[src/rtl/cpu_pkg.sv]
// Shared constants and enums for the 16-bit five-stage CPU pipeline.
package cpu_pkg;

  localparam int DW = 16;
  localparam int RW = 4;

  typedef enum logic [1:0] {
    WB_ALU  = 2'b00,
    WB_MEM  = 2'b01,
    WB_LINK = 2'b10,
    WB_RSVD = 2'b11
  } wb_sel_t;

  typedef enum logic [1:0] {
    RUN     = 2'b00,
    HALTING = 2'b01,
    HALTED  = 2'b10
  } halt_state_t;

endpackage

[src/rtl/mem_wb_stage_pipe_reg.sv]
// Generic pipeline field register: async reset, load enable, synchronous clear.
// A clear overrides the enable so a bubble can be forced into a stalled slot.
module pipe_reg #(
  parameter int W = 1
) (
  input  logic         clk,
  input  logic         rst_n,
  input  logic         en,
  input  logic         clr,
  input  logic [W-1:0] d,
  output logic [W-1:0] q
);

  logic [W-1:0] q_q;
  logic [W-1:0] q_d;

  always_comb begin
    q_d = q_q;
    if (clr) begin
      q_d = '0;
    end else if (en) begin
      q_d = d;
    end
  end

  always_ff @(posedge clk or negedge rst_n) begin
    if (!rst_n) begin
      q_q <= '0;
    end else begin
      q_q <= q_d;
    end
  end

  assign q = q_q;

endmodule

[src/rtl/mem_wb_stage.sv]
// M/W pipeline register with writeback select, sticky halt FSM and retire counter.
// Optional feature: define MWB_RETIRE_CNT_EN to build the 32-bit retire counter.
module mem_wb_stage
  import cpu_pkg::*;
(
  input  logic          clk,
  input  logic          rst_n,
  input  logic          xm_valid,
  input  logic [DW-1:0] xm_instruction,
  input  logic          xm_reg_write,
  input  logic [RW-1:0] xm_reg_dest,
  input  logic [1:0]    xm_wb_sel,
  input  logic [DW-1:0] xm_alu_result,
  input  logic [DW-1:0] xm_pc_plus2,
  input  logic          xm_halt,
  input  logic [DW-1:0] mem_rdata,
  input  logic          stall,
  input  logic          flush,
  output logic [DW-1:0] mw_instruction,
  output logic          mw_reg_write,
  output logic [RW-1:0] mw_reg_dest,
  output logic [DW-1:0] writeback_data,
  output logic          fwd_valid,
  output logic          hlt,
  output logic [31:0]   retire_count
);

  halt_state_t   state_q, state_d;
  logic          hlt_q;
  logic          slot_clr;
  logic          capture_ok;
  logic [DW-1:0] wb_data_d;
  logic [DW-1:0] wb_data_q;
  logic          mw_valid;
  logic          mw_rw_raw;

  // Once halted, every later capture is replaced by a bubble.
  assign slot_clr   = hlt_q | flush;
  assign capture_ok = xm_valid & ~flush & ~stall & ~hlt_q;

  always_comb begin
    wb_data_d = xm_alu_result;
    case (wb_sel_t'(xm_wb_sel))
      WB_MEM:  wb_data_d = mem_rdata;
      WB_LINK: wb_data_d = xm_pc_plus2;
      default: wb_data_d = xm_alu_result;
    endcase
  end

  pipe_reg #(.W(2 + RW)) u_ctrl_reg (
    .clk   (clk),
    .rst_n (rst_n),
    .en    (~stall),
    .clr   (slot_clr),
    .d     ({xm_valid, xm_reg_write, xm_reg_dest}),
    .q     ({mw_valid, mw_rw_raw, mw_reg_dest})
  );

  pipe_reg #(.W(DW)) u_instr_reg (
    .clk   (clk),
    .rst_n (rst_n),
    .en    (~stall),
    .clr   (slot_clr),
    .d     (xm_instruction),
    .q     (mw_instruction)
  );

  pipe_reg #(.W(DW)) u_data_reg (
    .clk   (clk),
    .rst_n (rst_n),
    .en    (~stall),
    .clr   (slot_clr),
    .d     (wb_data_d),
    .q     (wb_data_q)
  );

  always_comb begin
    state_d = state_q;
    case (state_q)
      RUN:     if (capture_ok && xm_halt) state_d = HALTING;
      HALTING: state_d = HALTED;
      HALTED:  state_d = HALTED;
      default: state_d = RUN;
    endcase
  end

  always_ff @(posedge clk or negedge rst_n) begin
    if (!rst_n) begin
      state_q <= RUN;
      hlt_q   <= 1'b0;
    end else begin
      state_q <= state_d;
      hlt_q   <= (state_d != RUN);
    end
  end

  assign hlt            = hlt_q;
  assign writeback_data = wb_data_q;
  assign mw_reg_write   = mw_valid & mw_rw_raw & (mw_reg_dest != '0) & ~hlt_q;
  assign fwd_valid      = mw_reg_write;

`ifdef MWB_RETIRE_CNT_EN
  logic [31:0] retire_q, retire_d;

  always_comb begin
    retire_d = retire_q + (capture_ok ? 32'd1 : 32'd0);
  end

  always_ff @(posedge clk or negedge rst_n) begin
    if (!rst_n) begin
      retire_q <= 32'h0;
    end else begin
      retire_q <= retire_d;
    end
  end

  assign retire_count = retire_q;
`else
  assign retire_count = 32'h0;
`endif

endmodule
[config.mk]
export PLATFORM = sky130hd
export DESIGN_NAME = mem_wb_stage
export DESIGN_NICKNAME = d
export VERILOG_FILES = /design/src/rtl/cpu_pkg.sv /design/src/rtl/mem_wb_stage_pipe_reg.sv /design/src/rtl/mem_wb_stage.sv
export SDC_FILE = /design/constraint.sdc
export NUM_CORES = 1
export LEC_CHECK = 0
export ABC_AREA = 1
export BUFFER_PORTS_ARGS = -buffer_cell sky130_fd_sc_hd__buf_2
export CAP_MARGIN = 20
export CORE_UTILIZATION = 45
export DETAILED_ROUTE_END_ITERATION = 8
export PLACE_DENSITY_LB_ADDON = 0.05
export SYNTH_ARGS = -nofsm -noshare
export SYNTH_HDL_FRONTEND = slang
export SYNTH_SLANG_ARGS = --single-unit
[constraint.sdc]
create_clock -name clk -period 2.15 [get_ports clk]
set_input_delay 0.215 -clock clk [delete_from_list [all_inputs] [get_ports clk]]
set_output_delay 0.215 -clock clk [all_outputs]
set_load 0.03 [all_outputs]
==> impl_metrics.prom, run 1 <==
# TYPE chip_impl_metric gauge
chip_impl_info{name="outcome",value="completed"} 1
chip_impl_metric{name="chipHeight",unit="um"} 73.5
chip_impl_info{name="r2r-end",value="u_ctrl_reg.q[0]"} 1
chip_impl_metric{name="dpl.hpwl",unit="mm"} 3.67
chip_impl_metric{name="min_period_over_period",unit=""} 0.698
chip_impl_metric{name="grt_pass1_wl",unit="mm"} 8.08
chip_impl_info{name="cts.root.buffer_cell",value="sky130_fd_sc_hd__clkbuf_8"} 1
chip_impl_metric{name="routed-via-count",unit=""} 2065
chip_impl_metric{name="chipWidth",unit="um"} 73.5
chip_impl_metric{name="clock_sinks",unit=""} 41
chip_impl_metric{name="clk_latency",unit="ps"} 290
chip_impl_metric{name="fillerInstances",unit=""} 503
chip_impl_info{name="worst_hold_path_type",value="in -> reg"} 1
chip_impl_metric{name="remaining_max_slew_budget_at_the_tightest_pin",unit=""} 0.619
chip_impl_metric{name="setup_total_negative_slack",unit="ps"} 0
chip_impl_info{name="rsz0062_at_grt",value="false"} 1
chip_impl_metric{name="nets",unit=""} 488
chip_impl_info{name="timing.critical_path.cells",value="inv_2, nand3_1, a31oi_1, buf_2"} 1
chip_impl_metric{name="flow.area_growth_from_synthesis",unit="%"} 25.9
chip_impl_metric{name="synth.avg_cell_area",unit="um^2"} 7.73
chip_impl_metric{name="syn-instance-count",unit=""} 297
chip_impl_metric{name="gp_congestion",unit=""} 0.795
chip_impl_info{name="mostFrequentLayoutCell",value="sky130_fd_sc_hd__nand2_1"} 1
chip_impl_metric{name="cts.hold.buffers_added",unit=""} 1
chip_impl_metric{name="detail_route.wl_per_cell",unit="um"} 10.4
chip_impl_metric{name="initial_utilization",unit=""} 0.477
chip_impl_metric{name="drt_iter0_drcs",unit=""} 84
chip_impl_metric{name="grtUsageTotal",unit=""} 0.195
chip_impl_metric{name="tightest_pin_transition",unit="ps"} 571
chip_impl_metric{name="finClkSkew",unit="ps"} 3.67
chip_impl_metric{name="path_max_fanout",unit=""} 3
chip_impl_metric{name="cts_buffers",unit=""} 5
chip_impl_info{name="top_flip_flop_cell_by_instance_count_after_synthesis",value="sky130_fd_sc_hd__dfrtp_1"} 1
chip_impl_metric{name="hold_slack",unit="ps"} 119
chip_impl_metric{name="core_box_area",unit="um^2"} 4820
chip_impl_info{name="hold_path.startpoint",value="xm_instruction[4]"} 1
chip_impl_metric{name="die_area",unit="um^2"} 5390
chip_impl_metric{name="timing.critical_path.arrival",unit="ps"} 1290
chip_impl_metric{name="number_of_hold_violations_in_the_final_report",unit=""} 0
chip_impl_metric{name="setup_viol",unit=""} 0
chip_impl_info{name="rr_startpoint",value="hlt"} 1
chip_impl_metric{name="synth.cell_area",unit="um^2"} 2300
chip_impl_metric{name="rrSetupSlack",unit="ps"} 740
chip_impl_metric{name="num_rows",unit=""} 25
chip_impl_metric{name="cts.repair_timing.setup_buffer_count",unit=""} 0
chip_impl_metric{name="drv_cap",unit=""} 0
chip_impl_metric{name="grt_max_degree",unit=""} 38
chip_impl_info{name="critPathSlowestCell",value="sky130_fd_sc_hd__dfrtp_1"} 1
chip_impl_metric{name="cp_slowest_stage_delay",unit="ps"} 410
chip_impl_metric{name="post-route-drc-count",unit=""} 0
chip_impl_metric{name="synthArstFlopShare",unit=""} 1.00
chip_impl_metric{name="ratio_of_total_power_to_cell_area",unit="nW/um^2"} 828
chip_impl_metric{name="viasPerCell",unit=""} 4.34
chip_impl_metric{name="number_of_antenna_violations_at_the_first_check_in_global_routing",unit=""} 0
chip_impl_metric{name="final_layout_size_suffix_gt1_frac",unit=""} 0.342
chip_impl_metric{name="synth-warning-count",unit=""} 0
chip_impl_metric{name="drt_pass1_iterations",unit=""} 4
chip_impl_metric{name="r2r_cells",unit=""} 6
chip_impl_info{name="critPathLaunchType",value="flip-flop"} 1
chip_impl_metric{name="grt_remaining_overflow",unit=""} 0
chip_impl_metric{name="final-max-slew-violation-count",unit=""} 0
chip_impl_metric{name="critical_path_required",unit="ps"} 1930
chip_impl_metric{name="cts_repair_resize_count",unit=""} 0
chip_impl_metric{name="htree_num_levels",unit=""} 2
chip_impl_metric{name="synthDistinctLibCells",unit=""} 18
chip_impl_info{name="most-common-layout-cells",value="sky130_fd_sc_hd__nand2_1, sky130_fd_sc_hd__buf_2, sky130_fd_sc_hd__dfrtp_1"} 1
chip_impl_metric{name="ir_drop",unit="mV"} 0.343
chip_impl_metric{name="worst_setup_hold_path_clk_slew",unit="ps"} 80
chip_impl_metric{name="number_of_flops_mapped_to_enable_cells_by_yosys",unit=""} 0
chip_impl_info{name="hold-path-endpoint",value="u_instr_reg.q[4]"} 1
chip_impl_metric{name="drt.antenna.violating_nets",unit=""} 0
chip_impl_metric{name="power.static_leakage",unit="nW"} 1.75
chip_impl_info{name="crit_path_end_kind",value="primary output"} 1
chip_impl_metric{name="worst_hold_path.num_cells",unit=""} 3
chip_impl_metric{name="port-buffer-count",unit=""} 115
chip_impl_info{name="worst-setup-path-type",value="reg -> out"} 1
chip_impl_metric{name="synth_seq_area_share",unit=""} 0.447
chip_impl_metric{name="layout_min_cycle_time",unit="ps"} 1500
chip_impl_metric{name="fmax",unit="GHz"} 0.667
chip_impl_metric{name="postSynthRegisterBits",unit=""} 41
chip_impl_metric{name="via_count_of_the_first_global_routing_pass",unit=""} 1895
chip_impl_metric{name="finalWirelength",unit="mm"} 4.96
chip_impl_metric{name="num_antenna_cells",unit=""} 0
chip_impl_info{name="tritoncts",value="yes"} 1
chip_impl_metric{name="boundaryPins",unit=""} 148
chip_impl_metric{name="clock_path_buffers",unit=""} 2
==> kinds of logic (layout without fill, tap and decap cells) <==
group	count (synthesis)	count (layout)	synth area share
compound gates	16	16	0.0501
simple gates	176	176	0.311
other cells	1	32	0.00163
buf+inv	60	141	0.174
fa+ha+maj	3	3	0.0163
flops	41	41	0.447
==> critical path: cells and delay by family, from the launching register on <==
kind                   cells  cell delay (ps)
AND/OR/NAND/NOR            1               80
AO/OA/AOI/OAI              1              190
buffers and inverters      2              320
flip-flops                 1              410
==> cell type report <==
type | count | area (um^2) | share of cell area
flip-flops and latches | 41 | 1030 | 0.355
multi-input cells | 227 | 987 | 0.341
repair buffers | 119 | 608 | 0.210
well taps | 67 | 83.8 | 0.0290
clock buffers | 5 | 68.8 | 0.0238
clock inverters | 3 | 65.1 | 0.0225
inverters | 14 | 52.6 | 0.0182
==> synth_stat cells, types with 3 or more instances <==
cell                      instances  area, um^2
sky130_fd_sc_hd__buf_2            3        15.0
sky130_fd_sc_hd__inv_1           12        45.0
sky130_fd_sc_hd__buf_4           37         278
sky130_fd_sc_hd__nand3_1         18        90.1
sky130_fd_sc_hd__o21ai_2          9        78.8
sky130_fd_sc_hd__ha_1             3        37.5
sky130_fd_sc_hd__o21ai_0          6        30.0
sky130_fd_sc_hd__dfrtp_1         41        1030
sky130_fd_sc_hd__buf_6            4        45.0
sky130_fd_sc_hd__nor2_1          22        82.6
sky130_fd_sc_hd__nand2_1        133         499
==> routing by layer <==
layer | up-vias | wire length (um) | GRT usage
li1 | 1062 | - | -
met1 | 906 | 2190 | 0.228
met2 | 95 | 2350 | 0.340
met3 | 2 | 401 | 0.0658
met4 | 0 | 25 | 0.0556
met5 | - | 0 | 0
==> where the power goes <==
part | total [mW] | internal [mW] | leakage (nW) | switching [mW]
combinational | 0.745 | 0.212 | 1.13 | 0.533
sequential | 0.923 | 0.872 | 0.556 | 0.0501
clock | 0.726 | 0.461 | 0.0681 | 0.265
total | 2.39 | 1.55 | 1.75 | 0.848
==> flip-flops by register name (all words and copies together), names as in the netlist <==
name,count
hlt,1
u_instr_reg.q,16
state_q,2
u_ctrl_reg.q,6
u_data_reg.q,16
==> how the worst max path moves through the flow <==
stage / from / cells past startpoint / endpoint / slack [ps]
after floorplan: hlt / 4 / mw_reg_write / 410
after global placement: xm_wb_sel[0] / 8 / u_data_reg.q[7] / 670
after detailed placement: xm_wb_sel[0] / 8 / u_data_reg.q[13] / 630
after CTS: hlt / 4 / fwd_valid / 620
after global routing: hlt / 4 / mw_reg_write / 550
final: hlt / 4 / fwd_valid / 650
==> through the flow <==
step,power (mW),area [um^2],util,instances,setup WS (ps)
2_1_floorplan,1.52,2410,-,328,414
3_3_place_gp,1.68,2750,0.570,467,668
3_5_place_dp,1.69,2750,0.570,467,629
4_1_cts,2.43,2890,0.600,476,621
5_1_grt,2.52,2890,0.600,476,550
6_report,2.39,2890,0.600,476,650
No activity file was read; power rests on OpenSTA's default activity.
==> run 2: changes to the inputs <==
CORE_UTILIZATION = 38   (was 45)
clock period = 1.35 ns   (was 2.15 ns; I/O delays follow)
==> impl_metrics.prom, run 2 (same netlist as run 1, synthesis figures left out) <==
# TYPE chip_impl_metric gauge
chip_impl_info{name="outcome",value="completed"} 1
chip_impl_metric{name="clock_sinks",unit=""} 41
chip_impl_metric{name="boundaryPins",unit=""} 148
chip_impl_metric{name="netSwitchingFraction",unit=""} 0.365
chip_impl_metric{name="dp_slack",unit="ps"} 148
chip_impl_metric{name="power.share.combinational",unit=""} 0.346
chip_impl_metric{name="clk_latency",unit="ps"} 290
chip_impl_metric{name="fmax",unit="GHz"} 0.754
chip_impl_metric{name="num_rows",unit=""} 27
chip_impl_metric{name="chipWidth",unit="um"} 79.8
chip_impl_info{name="cts.root.buffer_cell",value="sky130_fd_sc_hd__clkbuf_8"} 1
chip_impl_metric{name="postLayoutCoreUtil",unit=""} 0.534
chip_impl_metric{name="initial_utilization",unit=""} 0.405
chip_impl_metric{name="port-buffer-count",unit=""} 115
chip_impl_metric{name="final-max-slew-violation-count",unit=""} 0
chip_impl_metric{name="timing.critical_path.arrival",unit="ps"} 1190
chip_impl_metric{name="detail_route.wl_per_cell",unit="um"} 11.1
chip_impl_metric{name="total_switching_power",unit="mW"} 1.40
chip_impl_metric{name="clock_path_buffers",unit=""} 2
chip_impl_metric{name="worst_setup_hold_path_clk_slew",unit="ps"} 80
chip_impl_metric{name="ir_drop",unit="mV"} 0.577
chip_impl_metric{name="fillerInstances",unit=""} 594
chip_impl_metric{name="worst_hold_path.num_cells",unit=""} 3
chip_impl_info{name="tritoncts",value="yes"} 1
chip_impl_metric{name="seq_power_share",unit=""} 0.386
chip_impl_metric{name="drt_pass1_iterations",unit=""} 4
chip_impl_metric{name="flow.area_growth_from_synthesis",unit="%"} 32.0
chip_impl_info{name="most-common-layout-cells",value="sky130_fd_sc_hd__nand2_1, sky130_fd_sc_hd__buf_2, sky130_fd_sc_hd__dfrtp_1"} 1
chip_impl_metric{name="min_period_over_period",unit=""} 0.982
chip_impl_metric{name="ratio_of_total_power_to_cell_area",unit="nW/um^2"} 1260
chip_impl_metric{name="multi_input_area",unit="um^2"} 1010
chip_impl_metric{name="core_box_area",unit="um^2"} 5680
chip_impl_info{name="grt_most_used_layer",value="met2"} 1
chip_impl_metric{name="htree_num_levels",unit=""} 2
chip_impl_metric{name="dpl.hpwl",unit="mm"} 3.97
chip_impl_metric{name="post-route-drc-count",unit=""} 0
chip_impl_metric{name="cts_buffers",unit=""} 5
chip_impl_metric{name="layout.area.seq",unit="um^2"} 1030
chip_impl_info{name="critPathLaunchType",value="flip-flop"} 1
chip_impl_metric{name="grtUsageTotal",unit=""} 0.177
chip_impl_info{name="worst-setup-path-type",value="reg -> out"} 1
chip_impl_metric{name="drt_iter0_drcs",unit=""} 68
chip_impl_metric{name="setup_viol",unit=""} 0
chip_impl_metric{name="die_area",unit="um^2"} 6360
chip_impl_metric{name="grt_remaining_overflow",unit=""} 0
chip_impl_metric{name="path_max_fanout",unit=""} 2
chip_impl_metric{name="power_frac_clock",unit=""} 0.268
chip_impl_metric{name="grt.met3_usage",unit=""} 0.0469
chip_impl_metric{name="number_of_antenna_violations_at_the_first_check_in_global_routing",unit=""} 0
chip_impl_metric{name="critical_path_required",unit="ps"} 1220
chip_impl_metric{name="power.static_leakage",unit="nW"} 1.80
chip_impl_metric{name="power_report.internal_total",unit="mW"} 2.43
chip_impl_metric{name="routed-via-count",unit=""} 2078
chip_impl_metric{name="number_of_hold_violations_in_the_final_report",unit=""} 0
chip_impl_metric{name="layout_min_cycle_time",unit="ps"} 1330
chip_impl_metric{name="grt_pass1_wl",unit="mm"} 8.76
chip_impl_metric{name="via_count_of_the_first_global_routing_pass",unit=""} 1954
chip_impl_metric{name="viasPerCell",unit=""} 4.25
chip_impl_metric{name="gp_congestion",unit=""} 0.739
chip_impl_metric{name="final_layout_size_suffix_gt1_frac",unit=""} 0.362
chip_impl_info{name="mostFrequentLayoutCell",value="sky130_fd_sc_hd__nand2_1"} 1
chip_impl_metric{name="num_antenna_cells",unit=""} 0
chip_impl_info{name="worst_hold_path_type",value="in -> reg"} 1
chip_impl_info{name="rsz0062_at_grt",value="true"} 1
chip_impl_metric{name="groute.layer.met2.usage",unit=""} 0.295
chip_impl_metric{name="setup_total_negative_slack",unit="ps"} 0
chip_impl_metric{name="nets",unit=""} 496
chip_impl_metric{name="met1_demand_to_capacity_share_in_global_routing",unit=""} 0.231
chip_impl_metric{name="report.power.total",unit="mW"} 3.82
chip_impl_metric{name="finClkSkew",unit="ps"} 5.91
chip_impl_metric{name="finalWirelength",unit="mm"} 5.42
chip_impl_metric{name="chipHeight",unit="um"} 79.8
chip_impl_metric{name="drv_cap",unit=""} 0
chip_impl_metric{name="grt_max_degree",unit=""} 33
chip_impl_metric{name="drt.antenna.violating_nets",unit=""} 0
chip_impl_metric{name="setup_slack",unit="ps"} 24.0
chip_impl_info{name="crit_path_end_kind",value="primary output"} 1
chip_impl_metric{name="r2r_cells",unit=""} 7
## run 2: changes by cell type in the layout (fill, tap and decap cells not counted), moves of 2 or more
cell	before	now
sky130_fd_sc_hd__buf_4	3	6
sky130_fd_sc_hd__buf_6	0	3
sky130_fd_sc_hd__buf_12	0	4
sky130_fd_sc_hd__buf_2	115	113
## run 2: power by group through the flow
stage / combinational [mW] / sequential, mW / clock, mW
6_report: 1.32 / 1.48 / 1.02
5_1_grt: 1.46 / 1.50 / 1.11
4_1_cts: 1.34 / 1.48 / 1.06
3_5_place_dp: 1.28 / 1.50 / 0
3_3_place_gp: 1.27 / 1.50 / 0
2_1_floorplan: 0.662 / 1.77 / 0
## run 2: final cells by class
type,count,share of cell area
Sequential cell,41,0.339
Multi-Input combinational cell,227,0.332
Timing Repair Buffer,127,0.242
Tap cell,72,0.0297
Clock buffer,6,0.0272
Inverter,14,0.0173
Clock inverter,2,0.0124
## run 2: worst max-delay path: stages, from the launching register on
cell	delay (ps)
sky130_fd_sc_hd__dfrtp_2	420
sky130_fd_sc_hd__inv_2	60
sky130_fd_sc_hd__nand3_2	80
sky130_fd_sc_hd__a31oi_4	190
sky130_fd_sc_hd__buf_6	160
## run 2: per-stage QoR
stage               instances  hold slack (ps)  area [um^2]
floorplan                 328             -161         2430
global placement          478              103         2870
detailed placement        478              105         2870
CTS                       489             30.3         3030
global route              489             49.3         3030
finish                    489             40.9         3030
## run 2: worst paths after layout
kind	from	endpoint	slack (ps)
worst max-delay path	hlt	mw_reg_write	20
worst min-delay path	xm_instruction[9]	u_instr_reg.q[9]	40
worst max register to register	hlt	u_data_reg.q[13]	120
worst min register to register	u_instr_reg.q[1]	u_instr_reg.q[1]	470
max in group asynchronous	rst_n	hlt	540
min in group asynchronous	rst_n	u_instr_reg.q[10]	310
## run 2: timing repair
item | 4_1_cts | 5_1_grt
resized for setup | 5 | 2
hold buffers | 1 | 0
endpoints found under the setup margin | 2 | 6
gates cloned | 0 | 0
endpoints found under the hold margin | 16 | 0
setup buffers | 2 | 0
## run 2: layer usage
metal  up-vias  routed length [um]
met5         -                   0
met4         0                  34
met3         4                 424
met2        98                2490
met1       896                2470
li1       1080                   -
==> run 3: changes to the inputs <==
CELL_PAD_IN_SITES_DETAIL_PLACEMENT = 0   (was unset)
CELL_PAD_IN_SITES_GLOBAL_PLACEMENT = 2   (was unset)
CORE_UTILIZATION = 19   (was 38)
==> impl_metrics.prom, run 3 (same netlist as run 1, synthesis figures left out) <==
# TYPE chip_impl_metric gauge
chip_impl_metric{name="grt_max_degree",unit=""} 42
chip_impl_metric{name="worst_hold_path.num_cells",unit=""} 3
chip_impl_metric{name="fillerInstances",unit=""} 1318
chip_impl_metric{name="worst_setup_hold_path_clk_slew",unit="ps"} 60
chip_impl_info{name="outcome",value="complete, but fails checks"} 1
chip_impl_info{name="critPathSlowestCell",value="sky130_fd_sc_hd__dfrtp_2"} 1
chip_impl_info{name="rr_startpoint",value="hlt"} 1
chip_impl_metric{name="port-buffer-count",unit=""} 115
chip_impl_metric{name="groute.layer.met2.usage",unit=""} 0.190
chip_impl_metric{name="dpl.hpwl",unit="mm"} 5.11
chip_impl_info{name="rsz0062_at_grt",value="true"} 1
chip_impl_metric{name="finClkSkew",unit="ps"} 3.40
chip_impl_metric{name="met1_demand_to_capacity_share_in_global_routing",unit=""} 0.144
chip_impl_metric{name="rrSetupSlack",unit="ps"} 100
chip_impl_metric{name="drt_iter0_drcs",unit=""} 118
chip_impl_metric{name="layout.area.seq",unit="um^2"} 1030
chip_impl_metric{name="core_box_area",unit="um^2"} 11600
chip_impl_metric{name="total_switching_power",unit="mW"} 1.52
chip_impl_metric{name="multi_input_area",unit="um^2"} 1010
chip_impl_metric{name="r2r_cells",unit=""} 7
chip_impl_metric{name="detail_route.wl_per_cell",unit="um"} 12.6
chip_impl_metric{name="clock_path_buffers",unit=""} 2
chip_impl_metric{name="power.share.combinational",unit=""} 0.313
chip_impl_info{name="critPathLaunchType",value="flip-flop"} 1
chip_impl_metric{name="drt.antenna.violating_nets",unit=""} 0
chip_impl_metric{name="fin_area",unit="um^2"} 3150
chip_impl_metric{name="finalWirelength",unit="mm"} 7.05
chip_impl_metric{name="setup_viol",unit=""} 0
chip_impl_metric{name="via_count_of_the_first_global_routing_pass",unit=""} 2171
chip_impl_metric{name="post_dp_cell_area",unit="um^2"} 2930
chip_impl_metric{name="die_area",unit="um^2"} 12500
chip_impl_info{name="tritoncts",value="yes"} 1
chip_impl_info{name="grt_most_used_layer",value="met2"} 1
chip_impl_metric{name="netSwitchingFraction",unit=""} 0.357
chip_impl_metric{name="post-route-drc-count",unit=""} 7
chip_impl_metric{name="power_frac_clock",unit=""} 0.340
chip_impl_metric{name="power.static_leakage",unit="nW"} 1.81
chip_impl_metric{name="postLayoutCoreUtil",unit=""} 0.271
chip_impl_metric{name="gp_congestion",unit=""} 0.710
chip_impl_metric{name="min_period_over_period",unit=""} 0.992
chip_impl_metric{name="layout.cells.non_filler",unit=""} 558
chip_impl_metric{name="cp_slowest_stage_delay",unit="ps"} 420
chip_impl_metric{name="initial_utilization",unit=""} 0.198
chip_impl_info{name="hold_path.startpoint",value="xm_instruction[0]"} 1
chip_impl_metric{name="clock_sinks",unit=""} 41
chip_impl_metric{name="grt.met3_usage",unit=""} 0.0332
chip_impl_metric{name="power_report.internal_total",unit="mW"} 2.73
chip_impl_metric{name="cts_buffers",unit=""} 5
chip_impl_info{name="worst-setup-path-type",value="reg -> out"} 1
chip_impl_metric{name="final_layout_size_suffix_gt1_frac",unit=""} 0.357
chip_impl_info{name="mostFrequentLayoutCell",value="sky130_fd_sc_hd__nand2_1"} 1
chip_impl_info{name="most-common-layout-cells",value="sky130_fd_sc_hd__nand2_1, sky130_fd_sc_hd__buf_2, sky130_fd_sc_hd__dfrtp_1"} 1
chip_impl_metric{name="htree_num_levels",unit=""} 2
chip_impl_metric{name="path_max_fanout",unit=""} 3
chip_impl_info{name="worst_hold_path_type",value="in -> reg"} 1
chip_impl_metric{name="ir_drop",unit="mV"} 0.395
chip_impl_metric{name="nets",unit=""} 494
chip_impl_metric{name="num_rows",unit=""} 39
chip_impl_metric{name="flow.area_growth_from_synthesis",unit="%"} 36.9
chip_impl_metric{name="timing.critical_path.arrival",unit="ps"} 1200
chip_impl_info{name="crit_path_end_kind",value="primary output"} 1
chip_impl_metric{name="final-max-slew-violation-count",unit=""} 0
chip_impl_metric{name="fmax",unit="GHz"} 0.747
chip_impl_info{name="hold-path-endpoint",value="u_instr_reg.q[0]"} 1
chip_impl_metric{name="seq_power_share",unit=""} 0.347
chip_impl_metric{name="number_of_hold_violations_in_the_final_report",unit=""} 0
chip_impl_metric{name="dp.cells",unit=""} 548
chip_impl_metric{name="remaining_max_slew_budget_at_the_tightest_pin",unit=""} 0.554
chip_impl_metric{name="drv_cap",unit=""} 0
chip_impl_info{name="cts.root.buffer_cell",value="sky130_fd_sc_hd__clkbuf_16"} 1
chip_impl_metric{name="boundaryPins",unit=""} 148
chip_impl_metric{name="ratio_of_total_power_to_cell_area",unit="nW/um^2"} 1350
chip_impl_metric{name="layout_min_cycle_time",unit="ps"} 1340
chip_impl_metric{name="grt_pass1_wl",unit="mm"} 11.2
chip_impl_info{name="failed_checks",value="design-rule violations"} 1
chip_impl_metric{name="clk_latency",unit="ps"} 290
chip_impl_metric{name="setup_total_negative_slack",unit="ps"} 0
chip_impl_metric{name="number_of_antenna_violations_at_the_first_check_in_global_routing",unit=""} 0
chip_impl_metric{name="grt_remaining_overflow",unit=""} 0
chip_impl_metric{name="chipWidth",unit="um"} 112
chip_impl_metric{name="tightest_pin_transition",unit="ps"} 668
chip_impl_info{name="r2r-end",value="u_data_reg.q[4]"} 1
chip_impl_metric{name="routed-via-count",unit=""} 2113
chip_impl_metric{name="drt_pass1_iterations",unit=""} 8
chip_impl_metric{name="chipHeight",unit="um"} 112
chip_impl_metric{name="dp_slack",unit="ps"} -45.8
chip_impl_metric{name="num_antenna_cells",unit=""} 0
chip_impl_metric{name="viasPerCell",unit=""} 3.79
chip_impl_metric{name="critical_path_required",unit="ps"} 1220
chip_impl_metric{name="setup_slack",unit="ps"} 11.4
chip_impl_info{name="timing.critical_path.cells",value="inv_2, nand3_2, a31oi_4, buf_6"} 1
chip_impl_metric{name="grtUsageTotal",unit=""} 0.115
==> run 3: changes by cell type in the layout (fill, tap and decap cells not counted) <==
cell	previous run	this run
sky130_fd_sc_hd__clkinvlp_4	1	0
sky130_fd_sc_hd__o21ai_0	5	6
sky130_fd_sc_hd__clkbuf_1	0	1
sky130_fd_sc_hd__clkbuf_8	6	1
sky130_fd_sc_hd__clkbuf_16	0	5
sky130_fd_sc_hd__o21ai_1	1	0
sky130_fd_sc_hd__buf_12	4	3
sky130_fd_sc_hd__buf_4	6	5
==> run 3: worst max path at each step <==
stage                      start              end
finish                       hlt        fwd_valid
global route                 hlt        fwd_valid
CTS                          hlt        fwd_valid
detailed placement  xm_wb_sel[0]  u_data_reg.q[4]
global placement    xm_wb_sel[1]  u_data_reg.q[6]
floorplan                    hlt     mw_reg_write
==> run 3: per-stage QoR <==
stage	hold WS (ps)	total power, mW
floorplan	-161	2.44
global placement	144	2.83
detailed placement	141	2.83
CTS	40.1	4.35
global route	49.1	4.51
finish	44.8	4.25
==> run 3: layer usage <==
metal	wire, um	up-vias	part of all wire
met5	0	-	0
met4	94	0	0.013
met3	584	9	0.083
met2	3170	90	0.45
met1	3200	939	0.45
li1	-	1075	-
==> run 3: power groups by stage <==
stage	registers [mW]	clock network, mW	logic (mW)
3_3_place_gp	1.50	0	1.34
6_report	1.48	1.45	1.33
3_5_place_dp	1.50	0	1.33
2_1_floorplan	1.77	0	0.662
4_1_cts	1.48	1.52	1.36
5_1_grt	1.50	1.54	1.47
==> run 3: layout make-up <==
type                    instances  area share
clock buffers                   7      0.0453
repair buffers                125       0.225
well taps                     143      0.0569
clock inverters                 1     0.00955
multi-input cells             227       0.320
flip-flops and latches         41       0.327
inverters                      14      0.0167
==> run 3: what timing repair did <==
item | CTS | global route
resized for setup | 5 | 1
buffers inserted | 1 | 0
hold endpoints to repair | 41 | 0
hold buffers | 1 | 0
setup endpoints to repair | 2 | 10
==> run 3: worst max-delay path, delay by kind of cell (launching register included) <==
family / cells / cell delay, ps
flip-flops: 1 / 420
AND/OR/NAND/NOR: 1 / 70
AO/OA/AOI/OAI: 1 / 200
buffers and inverters: 2 / 230
